<file path="config.mk">
export PLATFORM = sky130hd
export DESIGN_NAME = p2s
export DESIGN_NICKNAME = d
export VERILOG_FILES = /design/src/rtl/p2s.sv
export SDC_FILE = /design/constraint.sdc
export NUM_CORES = 1
export LEC_CHECK = 0
export CAP_MARGIN = 0
export CORE_MARGIN = 5
export CORE_UTILIZATION = 60
export DETAILED_ROUTE_END_ITERATION = 8
export PLACE_DENSITY = 0.88
export REMOVE_ABC_BUFFERS = 1
export SLEW_MARGIN = 25
export SYNTH_ARGS = -nofsm -noshare
export SYNTH_HDL_FRONTEND = slang
export SYNTH_SLANG_ARGS = --single-unit
</file>
<file path="constraint.sdc">
create_clock -name clk -period 3.4 [get_ports clk]
set_input_delay 1.02 -clock clk [delete_from_list [all_inputs] [get_ports clk]]
set_output_delay 1.02 -clock clk [all_outputs]
set_load 0.02 [all_outputs]
</file>
<file path="src/rtl/p2s.sv">
// Parallel-to-serial transmitter: a one-word holding buffer feeds an LSB-first
// shifter so consecutive words stream with no idle bit between them.
module p2s #(
  parameter int DATA_WIDTH = 64,
  parameter int CNT_WIDTH  = $clog2(DATA_WIDTH)
) (
  input  logic                  clk,
  input  logic                  rst,
  input  logic [DATA_WIDTH-1:0] in_data,
  input  logic                  in_valid,
  output logic                  in_ready,
  input  logic                  hold,
  output logic                  serial_out,
  output logic                  serial_valid,
  output logic                  frame_last,
  output logic                  busy
);

  typedef enum logic {
    IDLE  = 1'b0,
    SHIFT = 1'b1
  } state_e;

  localparam logic [CNT_WIDTH-1:0] LAST_BIT = CNT_WIDTH'(DATA_WIDTH - 1);

  state_e                state_q, state_d;
  logic [DATA_WIDTH-1:0] buf_q, buf_d;
  logic                  buf_full_q, buf_full_d;
  logic [DATA_WIDTH-1:0] shreg_q, shreg_d;
  logic [CNT_WIDTH-1:0]  bit_cnt_q, bit_cnt_d;
  logic                  accept;

  // Input handshake: a word transfers on a rising edge where in_valid && in_ready;
  // in_valid may be held as long as needed, in_data is ignored while in_ready is low.
  assign in_ready     = !buf_full_q && !rst;
  assign accept       = in_valid && in_ready;
  assign serial_out   = shreg_q[0];
  assign serial_valid = (state_q == SHIFT) && !hold;
  assign frame_last   = serial_valid && (bit_cnt_q == LAST_BIT);
  assign busy         = (state_q == SHIFT) || buf_full_q;

  always_comb begin
    state_d    = state_q;
    buf_d      = buf_q;
    buf_full_d = buf_full_q;
    shreg_d    = shreg_q;
    bit_cnt_d  = bit_cnt_q;

    // Acceptance only happens with the buffer empty, so it never collides with a drain.
    if (accept) begin
      buf_d      = in_data;
      buf_full_d = 1'b1;
    end

    case (state_q)
      IDLE: begin
        if (buf_full_q) begin
          shreg_d    = buf_q;
          buf_full_d = 1'b0;
          bit_cnt_d  = '0;
          state_d    = SHIFT;
        end
      end
      SHIFT: begin
        if (!hold) begin
          if (bit_cnt_q != LAST_BIT) begin
            shreg_d   = shreg_q >> 1;
            bit_cnt_d = bit_cnt_q + 1'b1;
          end else if (buf_full_q) begin
            shreg_d    = buf_q;
            buf_full_d = 1'b0;
            bit_cnt_d  = '0;
          end else begin
            state_d   = IDLE;
            bit_cnt_d = '0;
          end
        end
      end
      default: state_d = IDLE;
    endcase
  end

  always_ff @(posedge clk) begin
    if (rst) begin
      state_q    <= IDLE;
      buf_q      <= '0;
      buf_full_q <= 1'b0;
      shreg_q    <= '0;
      bit_cnt_q  <= '0;
    end else begin
      state_q    <= state_d;
      buf_q      <= buf_d;
      buf_full_q <= buf_full_d;
      shreg_q    <= shreg_d;
      bit_cnt_q  <= bit_cnt_d;
    end
  end

endmodule
</file>
==> results.md <==
* Outcome: completed
* Gpl congestion at a little over 0.8
* # fillers at approximately 740
* Yosys reg bits at about 140
* Synthesized instance count at approximately 760
* Die height at roughly 110 um
* Placed Instances at 912
* Power Internal at 0.00312 W
* First-pass DRT Iterations at 5
* Pleak at 2.59 nW
* Worst setup EP type: primary output
* Final setup violation count at 0
* Fin. Hold Viols at 0
* Post-DRT Antenna Nets at 0
* Nets at ~870
* I/O pin count at 73
* CP Data Arrival Time at approximately 2200 ps
* Min Tclk post-route at roughly 3200 ps
* Vias at 5,448
* Core area at between 9000 and 10,000 um^2
* Number of global-route vias before repair at 5,234
* Final slew viol count at 0
* Row count at 36
* Power Dens Cells at around 570 nW/um^2
* RR Startpoint: bit_cnt_q[0]
* RSZ-0062 raised after global routing: false
* Critical Path Start: hold
* PnR Total Power at between 0.004 and 0.005 W
* Final period util at a little over nine tenths
* Routed len/inst at 15.3 um
* Crit path max-delay cell type: clkdlybuf4s50_1
* Diodes inserted at 0
* VDD IR max at 0.407 mV
* Synth cell types at 31
* Avg Cell Area, Syn at roughly 8.0 um^2
* Combinational power share at between 10% and 20%
* Worst-Margin Slew at 871 ps
* H-tree depth at 4
* Crit start category: input port
* Remaining DRCs at 0
* Area delta synth->final at 21.8%
* Clock Path Buffers at 2
* Slew HR at around two fifths
* HP Class: reg2reg
* Worst path cell trace: clkdlybuf4s50_1 > nand2b_1 > buf_4 > inv_1 > dlygate4sd2_1
* Via density per instance at 5.77
* Multi-input logic area at just over 3000 um^2
* Critical Path Fanout Max at 2
* Hpwl dp at ~8400 um
* Clk root buf: clkbuf_8
* Netlist Area Pre-Place at 6070 um^2
* Initial DRC count at 488
* Port bufs at between 70 and 80
* Initial Utilization at roughly three fifths
* Die W at ~110 um
* Max Freq at between 300 and 400 MHz
* Setup CP Type: in2out
* WP buf/inv at 4
* Share of cells above drive strength 1 at around 6.4%
* CTS Buf Count at 17
* Sw frac at between 20 and 30%
* Global Route Usage Sum at 23.4%
* Yosys warning count at 0
* Largest net degree at the start of global routing at between 100 and 150
* Sequential share of power at about 43%
* Final Skew at about 11 ps
* Net Switching at about 0.0011 W
* Max Cap Violations at 0
* Post-synthesis cell type with the largest combined area: dfxtp_1
* Yosys top cell area share at 44.8%
* Post-Layout Cell Count at between 900 and 1,000
* Crit path max-delay family: buffers and inverters
* CP max stage delay at 420 ps
* Initial antenna violation count at 0
* FF+latch area at ~2700 um^2
* Top post-synthesis cells by area: dfxtp_1 (45%), o21ai_0 (10%), nand2_1 (8.2%)
* DIE AREA at 12,200 um^2
* Sequential cell area fraction in the yosys report at between 40 and 50%
* Worst-Skew Late Latency at approximately 530 ps
* Post-Route WL at between 10,000 and 15,000 um
* Final core utilization at around 75%
* Clock sinks at around 140
* Min-delay src: shreg_q[54]
* First-pass GRT wire length at 24,300 um
* Overflow after GRT at 0
* CTS hold repair buffers at 0
* Clock-pin slew on the worst setup and hold paths at 60 ps
* CTS tree: yes
* Crit path required time at around 2400 ps
* Postcts setup bufs at 0
* Clk pwr share at approximately 45%
placed cells by master (no fill, tap or decap), drive strengths merged, types with 9 or more instances in the layout:
| cell | count |
|---|---|
| clkbuf | 19 |
| dfxtp | 136 |
| nand2b | 66 |
| a21oi | 9 |
| buf | 13 |
| nor2 | 9 |
| o21ai | 192 |
| a211oi | 64 |
| nor2b | 58 |
| clkdlybuf4s50 | 69 |
| nand2 | 132 |
power groups by stage:
stage	Combinational, W	Clock [W]	Sequential, W
after CTS	0.000492	0.00189	0.00180
after global placement	0.000460	0	0.00183
final	0.000493	0.00188	0.00181
after detailed placement	0.000481	0	0.00183
after global routing	0.000547	0.00197	0.00182
after floorplan	0.000280	0	0.00183
worst register-to-register path, stage by stage (launching register included):
cell,delay (ps)
dfxtp_1,410
ha_1,210
nand2_1,170
o21ai_4,680
buf_4,420
o21ai_0,140
o21ai_1,180
what timing repair did:
action	in CTS	in global routing
endpoints found under the setup margin	2	0
hold endpoints to repair	0	0
resized for setup	2	0
cells by family after synthesis:
group | count (synthesis) | synth area share [%]
compound gates | 270 | 25.5
fa+ha+maj | 1 | 0.206
buf+inv | 64 | 5.56
flops | 136 | 44.8
mux | 3 | 0.494
simple gates | 282 | 23.4
layer usage:
metal	GRT usage [%]	wire (um)	part of all wire (%)
met5	0	0	0
met4	6.32	155	1.1
met3	6.78	866	6.0
met2	40.0	7200	50
met1	28.7	6220	43
cells in the mapped netlist:
cell type,count
and3_4,1
nand3_1,3
mux2i_1,3
nand2b_1,66
nor2b_1,58
inv_1,3
ha_1,1
a41oi_1,1
a211oi_1,64
clkbuf_1,28
nand3_2,1
nor3_1,3
nor4_1,1
and2b_1,4
or4_1,1
o21ai_1,66
and2_1,2
a311oi_1,2
a21oi_4,1
o21ai_4,1
dfxtp_1,136
buf_6,7
nor3b_1,1
a31oi_1,1
buf_2,21
nand2_1,132
a21oi_1,8
o31a_1,1
o21ai_0,125
nor2_1,9
buf_4,5
sequential cells by signal (all words and copies together), names as in the netlist:
signal,cells
buf_q,64
shreg_q,64
bit_cnt_q,6
buf_full_q,1
state_q,1
area by class of cell:
type | count | area share [%]
clock buffers | 19 | 5.99
clock inverters | 13 | 2.28
inverters | 3 | 0.152
multi-input cells | 556 | 41.0
flip-flops and latches | 136 | 36.9
well taps | 133 | 2.25
repair buffers | 84 | 11.4
per-stage QoR:
stage / hold WS (ps) / setup slack (ps) / TNS [ps] / instance area (um^2)
after floorplan: 433 / -1260 / -81840 / 5750
after global placement: 441 / -33.7 / -57.7 / 6780
after detailed placement: 445 / -76.6 / -142 / 6780
after CTS: 453 / 186 / 0 / 7390
after global routing: 480 / 104 / 0 / 7390
final: 456 / 194 / 0 / 7390
worst paths after layout:
path	end	slack, ps	cells after the start
min	shreg_q[54]	460	2
min reg2reg	shreg_q[54]	460	2
max	serial_valid	190	5
max reg2reg	shreg_q[48]	1100	6
Note: power is estimated with default switching activity, not from simulation.
